===== config.mk =====
export PLATFORM = sky130hd
export DESIGN_NAME = pipe_ctrl
export DESIGN_NICKNAME = d
export VERILOG_FILES = /design/src/rtl/pipe_ctrl.sv
export SDC_FILE = /design/constraint.sdc
export NUM_CORES = 1
export LEC_CHECK = 0
export BUFFER_PORTS_ARGS = -buffer_cell sky130_fd_sc_hd__buf_4
export CAP_MARGIN = 10
export CORE_AREA = 4 4 41 43
export CTS_CLUSTER_DIAMETER = 120
export CTS_CLUSTER_SIZE = 28
export DETAILED_ROUTE_END_ITERATION = 8
export DIE_AREA = 0 0 45 47
export GPL_TIMING_DRIVEN = 1
export PLACE_DENSITY = 0.71
export SYNTH_ARGS = -nofsm -noshare
export SYNTH_HDL_FRONTEND = slang
export SYNTH_SLANG_ARGS = --single-unit

===== constraint.sdc =====
create_clock -name clk -period 3.1 [get_ports clk]
set_input_delay 0.155 -clock clk [delete_from_list [all_inputs] [get_ports clk]]
set_output_delay 0.155 -clock clk [all_outputs]
set_load 0.01 [all_outputs]

===== src/rtl/pipe_ctrl.sv =====
// Pipeline stall/flush controller: merges ID/EX stalls and exception flushes and sequences EX multi-cycle ops.
// Latency: zero; stall/flush/pulses are combinational from state and inputs. Backpressure: drives per-stage hold vector.
// Optional STALL_PERF_EN adds a saturating count of cycles in which the PC is held (perf_stall_cnt).
module pipe_ctrl #(
    parameter int MC_CYCLES = 32,
    parameter int CNT_W     = 6
) (
    input  logic       clk,
    input  logic       rst,
    input  logic       stallreq_id,
    input  logic       ex_mc_start,
    input  logic       flush_req,
    output logic [5:0] stall,
    output logic       flush,
    output logic       mc_busy,
    output logic       mc_done,
    output logic       mc_abort
`ifdef STALL_PERF_EN
    ,
    output logic [31:0] perf_stall_cnt
`endif
);

    localparam logic [CNT_W-1:0] MC_LOAD = CNT_W'(MC_CYCLES - 2);

    typedef enum logic [1:0] {
        S_IDLE  = 2'd0,
        S_MC    = 2'd1,
        S_FLUSH = 2'd2
    } state_t;

    state_t           state_q, state_d;
    logic [CNT_W-1:0] cnt_q, cnt_d;
    logic             cnt_zero;
    logic [5:0]       stall_c;
    logic             flush_c, busy_c, done_c, abort_c;

    assign cnt_zero = (cnt_q == '0);

    always_ff @(posedge clk or negedge rst) begin
        if (!rst) begin
            state_q <= S_IDLE;
            cnt_q   <= '0;
        end else begin
            state_q <= state_d;
            cnt_q   <= cnt_d;
        end
    end

    always_comb begin
        state_d = state_q;
        cnt_d   = cnt_q;
        stall_c = 6'b000000;
        flush_c = 1'b0;
        busy_c  = 1'b0;
        done_c  = 1'b0;
        abort_c = 1'b0;

        case (state_q)
            S_IDLE: begin
                if (flush_req) begin
                    state_d = S_FLUSH;
                end else if (ex_mc_start) begin
                    state_d = S_MC;
                    cnt_d   = MC_LOAD;
                end
            end
            S_MC: begin
                if (flush_req) begin
                    state_d = S_FLUSH;
                    cnt_d   = '0;
                end else if (cnt_zero) begin
                    state_d = S_IDLE;
                end else begin
                    cnt_d = cnt_q - 1'b1;
                end
            end
            S_FLUSH: state_d = S_IDLE;
            default: begin
                state_d = S_IDLE;
                cnt_d   = '0;
            end
        endcase

        busy_c = (state_q == S_MC) || ((state_q == S_IDLE) && ex_mc_start && !flush_req);

        // Priority: flush, then EX multi-cycle hold/release, then ID hazard.
        if (flush_req || (state_q == S_FLUSH)) begin
            flush_c = 1'b1;
            abort_c = (state_q == S_MC);
        end else if (((state_q == S_IDLE) && ex_mc_start) || ((state_q == S_MC) && !cnt_zero)) begin
            stall_c = 6'b001111;
        end else if (state_q == S_MC) begin
            done_c = 1'b1;
        end else if (stallreq_id) begin
            stall_c = 6'b000111;
        end
    end

    // Outputs are forced low while reset is held, independent of the inputs.
    assign stall    = rst ? stall_c : 6'b000000;
    assign flush    = rst & flush_c;
    assign mc_busy  = rst & busy_c;
    assign mc_done  = rst & done_c;
    assign mc_abort = rst & abort_c;

`ifdef STALL_PERF_EN
    logic [31:0] perf_q;

    always_ff @(posedge clk or negedge rst) begin
        if (!rst) begin
            perf_q <= '0;
        end else if (stall[0] && (perf_q != 32'hFFFF_FFFF)) begin
            perf_q <= perf_q + 32'd1;
        end
    end

    assign perf_stall_cnt = perf_q;
`endif

endmodule


==> reports/qor.txt, run 1 <==
==================================================================================
Layout cell share with drive strength beyond 1                               22.0%
I/O pin cnt                                                                     15
Most area-hungry cell type in the Yosys netlist                       sky130_fd_sc_hd__dfrtp_1
DP Cell Count                                                                   93
Fraction of registers with async set or reset after synthesis                 100%
Max Transition Viols Final                                                       0
Switching share of power                                                     38.3%
Worst-case clock skew                                                   0.00318 ns
Sequential power share                                                       43.7%
Post-route insts no fill                                                        97
Clock latency on the worst-skew pair                                       0.27 ns
Number of failing setup endpoints in the final timing report                     0
Overall via count from detail_route                                            589
Highest net fanout along the worst path                                         17
Residual DRC count                                                               0
CP required                                                                2.94 ns
Number of iterations in the first detailed-routing pass                          4
Max Fclk                                                                   490 MHz
Slew headroom                                                                43.2%
Internal power                                                          0.000216 W
Remaining global-route overflow                                                  0
Mapped Area                                                                621 um2
Number of storage elements in the synthesis netlist                              8
HPWL Detailed                                                              1010 um
CTS buffer count                                                                 3
Cell with the most instances after synthesis                          sky130_fd_sc_hd__dfrtp_1
Area share of fa/ha/maj cells after synthesis                                4.03%
Die area                                                                  2120 um2
Setup repair after global routing missed its margin                          false
Via count of the first global-routing pass                                     485
Proportion of power drawn by the clock network                               24.9%
Yosys warning count                                                              0
Clock transition at the registers of the reported paths                    0.06 ns
Pwr/cell area                                                           483 nW/um2
Clock Sinks                                                                      8
Count of buffers from port buffering                                            12
Growth of design area from synthesis to finish                               16.5%
Reg2Reg Launch Point                                                  state_q[0]$_DFFE_PN0P_
Post-CTS setup-driven buffer insertion count                                     0
Max H-tree Level                                                                 1
Synth cell types                                                                32
Number of placement rows                                                        13
Final weighted congestion in routability-driven placement                    0.829
Worst Hold Class                                                         in -> reg
Total of max-cap violations                                                      0
Min cycle time layout                                                      2.04 ns
Synth Area in Simple Gates                                                   29.6%
Final worst path period share                                                65.9%
Remaining number of nets flagged by the antenna check after routing              0
Clk root buf                                                          sky130_fd_sc_hd__clkbuf_4
Mapped Cells                                                                    72
Crit path arrival time                                                     1.89 ns
Min Hold Slack                                                            0.191 ns
Total negative setup slack                                                    0 ns
Seq/Total Area, Yosys                                                        32.3%
Total routed wirelength                                                    1450 um
Worst setup startpoint                                                state_q[0]$_DFFE_PN0P_
Top area cells in the synthesized netlist                             sky130_fd_sc_hd__dfrtp_1 (32%), sky130_fd_sc_hd__o211ai_1 (6.0%), sky130_fd_sc_hd__buf_4 (4.8%)
Overall fraction of global-route tracks in use                               15.0%
Count of flip-flops with a built-in enable after synthesis                       0
Fraction of the mapped netlist area in compound gates                        23.0%
LEAKAGE                                                                   0.300 nW
Maximum ir drop on the vdd rail                                             262 uV
Average detailed-routed wire length per instance                           14.9 um
Count of nets after finishing                                                   91
Slew of the pin with the lowest slew margin                               0.850 ns
Pin count of the biggest net entering global routing                            18
# diodes                                                                         0
Fraction of power consumed by combinational cells                            31.4%
Global-route wire length before repair                                     2210 um
Category of the critical setup timing path                              reg -> out
Iter 0 DRT Violations                                                           15
Synth Area per Inst                                                       8.62 um2
Die height                                                                   47 um
Area fraction of the dominant cell type after synthesis                      32.3%
Outcome                                                               finished, final reports clean
Most instantiated cells after synthesis                               sky130_fd_sc_hd__dfrtp_1 (8), sky130_fd_sc_hd__inv_1 (6), sky130_fd_sc_hd__o211ai_1 (5)
Die X-Extent                                                                 45 um
Std-Cell Core Area                                                        1300 um2
Post-Synth XOR/XNOR Area                                                        0%
Post-synthesis mux area share                                                   0%
Psw                                                                     0.000134 W
Longest Clk Path Bufs                                                            2
Kind of capture point of the worst setup path                          output port
Hold path startpoint                                                     flush_req
Starting utilization of the core area                                        47.7%
Final hold violation count                                                       0
Number of vias per cell after detailed routing                                6.07
Initial antenna violation count                                                  0
Combinational family with the most area after synthesis               simple AND/OR/NAND/NOR gates
TritonCTS clock tree                                                         built
Most frequently used flop master after synthesis                      sky130_fd_sc_hd__dfrtp_1
Number of gates given a new drive strength after cts                             0
CP Launch Type                                                            register
==================================================================================
## state kept, by name (all words and copies together) (netlist names)
name / count
cnt_q: 6
state_q: 2
## area by class of cell
cell class	count	area, um2
Tap cell	15	18.8
Fill cell	118	578
Inverter	6	22.5
Timing Repair Buffer	13	100
Sequential cell	8	200
Multi-Input combinational cell	52	359
Clock buffer	3	22.5
## layout by cell type (no fill, tap or decap), types with 3 or more instances in the layout
master and count:
sky130_fd_sc_hd__nand2b_1 3, sky130_fd_sc_hd__clkbuf_4 3, sky130_fd_sc_hd__nor3b_1 3, sky130_fd_sc_hd__nand4_1 4
sky130_fd_sc_hd__nand3_1 3, sky130_fd_sc_hd__nor2_1 4, sky130_fd_sc_hd__inv_1 6, sky130_fd_sc_hd__dfrtp_1 8
sky130_fd_sc_hd__o21bai_1 3, sky130_fd_sc_hd__o311ai_0 3, sky130_fd_sc_hd__o211ai_1 5, sky130_fd_sc_hd__buf_4 12
## logic make-up (layout without fill, tap and decap cells)
kind of cell	count (synthesis)	after routing
compound gates	18	18
fa+ha+maj	2	2
buf+inv	13	22
flops	8	8
other cells	1	2
simple gates	30	30
## critical path, cell delays in order (launching register included)
cell                      delay (ns)
sky130_fd_sc_hd__dfrtp_1        0.65
sky130_fd_sc_hd__nor3b_1        0.57
sky130_fd_sc_hd__nand2_1        0.10
sky130_fd_sc_hd__nor3_1         0.15
sky130_fd_sc_hd__buf_4          0.15
## layer usage
metal	global-route usage [%]	share of wire, %
met1	20.3	45
met2	20.9	45
met3	5.75	9.5
met4	7.02	1.2
met5	0	0
## power by group through the flow
stage | clock network, W | registers [W] | logic, W
2_1_floorplan | 0 | 0.000143 | 0.0000844
3_3_place_gp | 0 | 0.000153 | 0.000104
3_5_place_dp | 0 | 0.000154 | 0.000108
4_1_cts | 0.0000894 | 0.000151 | 0.000109
5_1_grt | 0.0000933 | 0.000156 | 0.000123
6_report | 0.0000869 | 0.000153 | 0.000110
## stage by stage
step / setup slack (ns) / total power [W] / area, um2 / utilization [%]
final: 1.06 / 0.000349 / 723 / 55.6
after global routing: 0.943 / 0.000372 / 723 / 55.6
after CTS: 1.08 / 0.000350 / 723 / 55.6
after detailed placement: 1.36 / 0.000261 / 691 / 53.1
after global placement: 1.41 / 0.000258 / 691 / 53.1
after floorplan: 1.41 / 0.000227 / 624 / -
## final timing paths
check,to,slack (ns),depth (start not counted)
setup / recovery,mc_done,1.06,4
hold / removal,state_q[1]$_DFFE_PN0P_,0.19,3
setup reg to reg,cnt_q[5]$_DFFE_PN0P_,1.38,3
hold reg to reg,state_q[1]$_DFFE_PN0P_,0.59,1
max in group asynchronous,cnt_q[1]$_DFFE_PN0P_,2.68,2
min in group asynchronous,cnt_q[3]$_DFFE_PN0P_,0.26,2
## timing repair
action,in CTS,in global routing
setup endpoints to repair,0,0
hold buffers,1,0
endpoints found under the hold margin,8,0
Note: power is estimated with default switching activity, not from simulation.
==> run 2, diff against run 1 <==
==> constraint.sdc (replaced) <==
create_clock -name clk -period 2 [get_ports clk]
set_input_delay 0.1 -clock clk [delete_from_list [all_inputs] [get_ports clk]]
set_output_delay 0.1 -clock clk [all_outputs]
set_load 0.01 [all_outputs]
==> run 2 against run 1 <==
Routed wire length is 11% higher. Critical path depth is 2 higher. Clock skew is 0.0024 ns lower. First-iteration DRC count stayed put. Sequential cell count stayed put. Non-clock buffer count is 4 higher. Sequential share of layout area is 1.6 points lower. Cell count is 4.1% higher. Register-to-register slack worse by 1.0 ns. Largest cell class unchanged. Largest power group unchanged.
==> reports/qor.txt, run 2 (same netlist as run 1, synthesis figures left out) <==
==================================================================================
Final weighted congestion in routability-driven placement                    0.846   +2.1%
Number of iterations in the first detailed-routing pass                          4   unchanged
Sequential power share                                                       42.1%   -1.6 points
Initial antenna violation count                                                  0   unchanged
Least setup slack across all paths after layout                           0.102 ns   -0.956 ns
Clock Sinks                                                                      8   unchanged
Category of the critical setup timing path                              reg -> out
CP required                                                                1.90 ns   -1.04 ns
Post-CTS setup-driven buffer insertion count                                     0   unchanged
Longest Clk Path Bufs                                                            2   unchanged
Highest net fanout along the worst path                                          4   -13
Delay contributed by the slowest stage of the critical path                0.38 ns   -0.27 ns
Clock transition at the registers of the reported paths                    0.06 ns   about the same
Maximum ir drop on the vdd rail                                             305 uV   +16%
Overall fraction of global-route tracks in use                               16.8%   +1.8 points
Global-route wire length before repair                                     2470 um   +12%
Number of vias per cell after detailed routing                                5.90   -2.8%
Max Fclk                                                                   527 MHz
Final hold violation count                                                       0   unchanged
Remaining number of nets flagged by the antenna check after routing              0   unchanged
Fraction of power consumed by combinational cells                            34.8%   +3.4 points
Most frequent cells in the layout                                     sky130_fd_sc_hd__buf_4 (16), sky130_fd_sc_hd__dfrtp_1 (8), sky130_fd_sc_hd__inv_1 (6), sky130_fd_sc_hd__o211ai_1 (5)
Fill cell total of the finished layout                                         117   -0.85%
Layout cell share with drive strength beyond 1                               29.1%   +7.1 points
Dpl cell area                                                              721 um2   +4.3%
Slowest cell on crit path                                             sky130_fd_sc_hd__dfrtp_1
I/O pin cnt                                                                     15   unchanged
CP Launch Type                                                            register
HPWL Detailed                                                              1140 um   +13%
Pin count of the biggest net entering global routing                            16   -2
Outcome                                                               finished, final reports clean
Max Transition Viols Final                                                       0   unchanged
Max H-tree Level                                                                 1   unchanged
Overall via count from detail_route                                            596   +1.2%
RR Endpoint                                                           cnt_q[5]$_DFFE_PN0P_
Die area                                                                  2120 um2   unchanged
CP cell instances                                                     inv_1 -> ha_1 -> nor2b_2 -> a311oi_2 -> o2bb2ai_2 -> buf_4
Worst Hold Class                                                         in -> reg
Std-Cell Core Area                                                        1300 um2   unchanged
Top register by number of flip-flops                                         cnt_q
LEAKAGE                                                                   0.325 nW   +8.3%
Largest registers                                                     cnt_q: 6 flops, state_q: 2 flops
Worst-case register-to-register setup slack                                0.34 ns   -1.04 ns
Min cycle time layout                                                      1.90 ns
Crit path arrival time                                                     1.80 ns   -0.09 ns
TritonCTS clock tree                                                         built
Final worst path period share                                                94.9%
Die X-Extent                                                                 45 um   unchanged
Setup WS pre-CTS                                                          0.267 ns   -1.10 ns
Growth of design area from synthesis to finish                               23.8%
DP Cell Count                                                                   97   +4.3%
Remaining global-route overflow                                                  0   unchanged
End of the worst hold path                                            state_q[1]$_DFFE_PN0P_
Kind of capture point of the worst setup path                          output port
Number of placement rows                                                        13   unchanged
Via count of the first global-routing pass                                     500   +3.1%
Pwr/cell area                                                           724 nW/um2   +50%
Psw                                                                     0.000212 W   +58%
Number of failing setup endpoints in the final timing report                     0   unchanged
CTS buffer count                                                                 3   unchanged
Starting utilization of the core area                                        47.7%   unchanged
Proportion of power drawn by the clock network                               23.1%   -1.8 points
Total routed wirelength                                                    1600 um   +11%
Post-route cell area                                                       768 um2   +6.2%
Post-route insts no fill                                                       101   +4.1%
Clk root buf                                                          sky130_fd_sc_hd__clkbuf_4
Die height                                                                   47 um   unchanged
Most common library cell in the layout ignoring fill and taps         sky130_fd_sc_hd__buf_4
Reg2Reg Launch Point                                                  cnt_q[2]$_DFFE_PN0P_
Count of nets after finishing                                                   95   +4.4%
Total of max-cap violations                                                      0   unchanged
Residual DRC count                                                               0   unchanged
# diodes                                                                         0   unchanged
Iter 0 DRT Violations                                                           15   unchanged
Average detailed-routed wire length per instance                           15.8 um   +6.2%
Worst setup startpoint                                                cnt_q[0]$_DFFE_PN0P_
Total negative setup slack                                                    0 ns   unchanged
Max FFs per register                                                             6   unchanged
Hold path startpoint                                                     flush_req
Count of cells along the worst register-to-register path                         3   unchanged
Internal power                                                          0.000344 W   +60%
Worst-case clock skew                                                  0.000753 ns   -0.00243 ns
Count of buffers from port buffering                                            12   unchanged
Switching share of power                                                     38.1%   -0.16 points
Clock latency on the worst-skew pair                                       0.25 ns   -0.02 ns
Number of cells traversed by the worst hold path                                 3   unchanged
==================================================================================
==> run 2: final cells by class <==
type / instances / area, um2 / area share (%)
multi-input cells: 52 / 374 / 48.7
well taps: 15 / 18.8 / 2.44
repair buffers: 17 / 130 / 16.9
flip-flops and latches: 8 / 200 / 26.1
inverters: 6 / 22.5 / 2.93
clock buffers: 3 / 22.5 / 2.93
==> run 2: repair_timing <==
action,in CTS,in global routing
hold buffers,1,0
hold endpoints to repair,8,0
endpoints found under the setup margin,3,3
gates resized for setup,1,2
pin swaps,0,1
==> run 2: how the worst max path moves through the flow <==
stage / end / slack (ns) / cells past startpoint
finish: stall[2] / 0.10 / 6
CTS: stall[2] / 0.05 / 6
detailed placement: stall[2] / 0.27 / 6
global placement: stall[0] / 0.25 / 6
floorplan: stall[1] / 0.37 / 6
global route: stall[2] / -0.004 / 6
==> run 2: critical path, delay by kind of cell, from the launching register on <==
kind            cells  cell delay, ns
compound gates      2            0.48
simple gates        1            0.19
flops               1            0.38
fa+ha+maj           1            0.24
buf+inv             2            0.26
==> run 2: power by group through the flow <==
stage	sequential, W	combinational (W)	clock, W
finish	0.000234	0.000194	0.000128
global route	0.000241	0.000213	0.000141
CTS	0.000233	0.000189	0.000133
detailed placement	0.000236	0.000183	0
global placement	0.000233	0.000178	0
floorplan	0.000221	0.000131	0
==> run 2: metal layers <==
metal  vias to the layer above  wire length, um  track usage (%)  part of all wire [%]
met5                         -                0                0                     0
met4                         0               10             7.02                  0.63
met3                         2              104             3.45                   6.5
met2                        24              745             22.9                    47
met1                       274              738             25.3                    46
li1                        296                -                -                     -
==> run 2: through the flow <==
| step | hold slack, ns | power (W) | utilization [%] |
|---|---|---|---|
| finish | 0.153 | 0.000556 | 59.0 |
| global route | 0.164 | 0.000595 | 59.0 |
| CTS | 0.142 | 0.000554 | 58.4 |
| detailed placement | -0.0504 | 0.000419 | 55.4 |
| global placement | -0.0519 | 0.000412 | 55.4 |
| floorplan | -0.196 | 0.000352 | - |
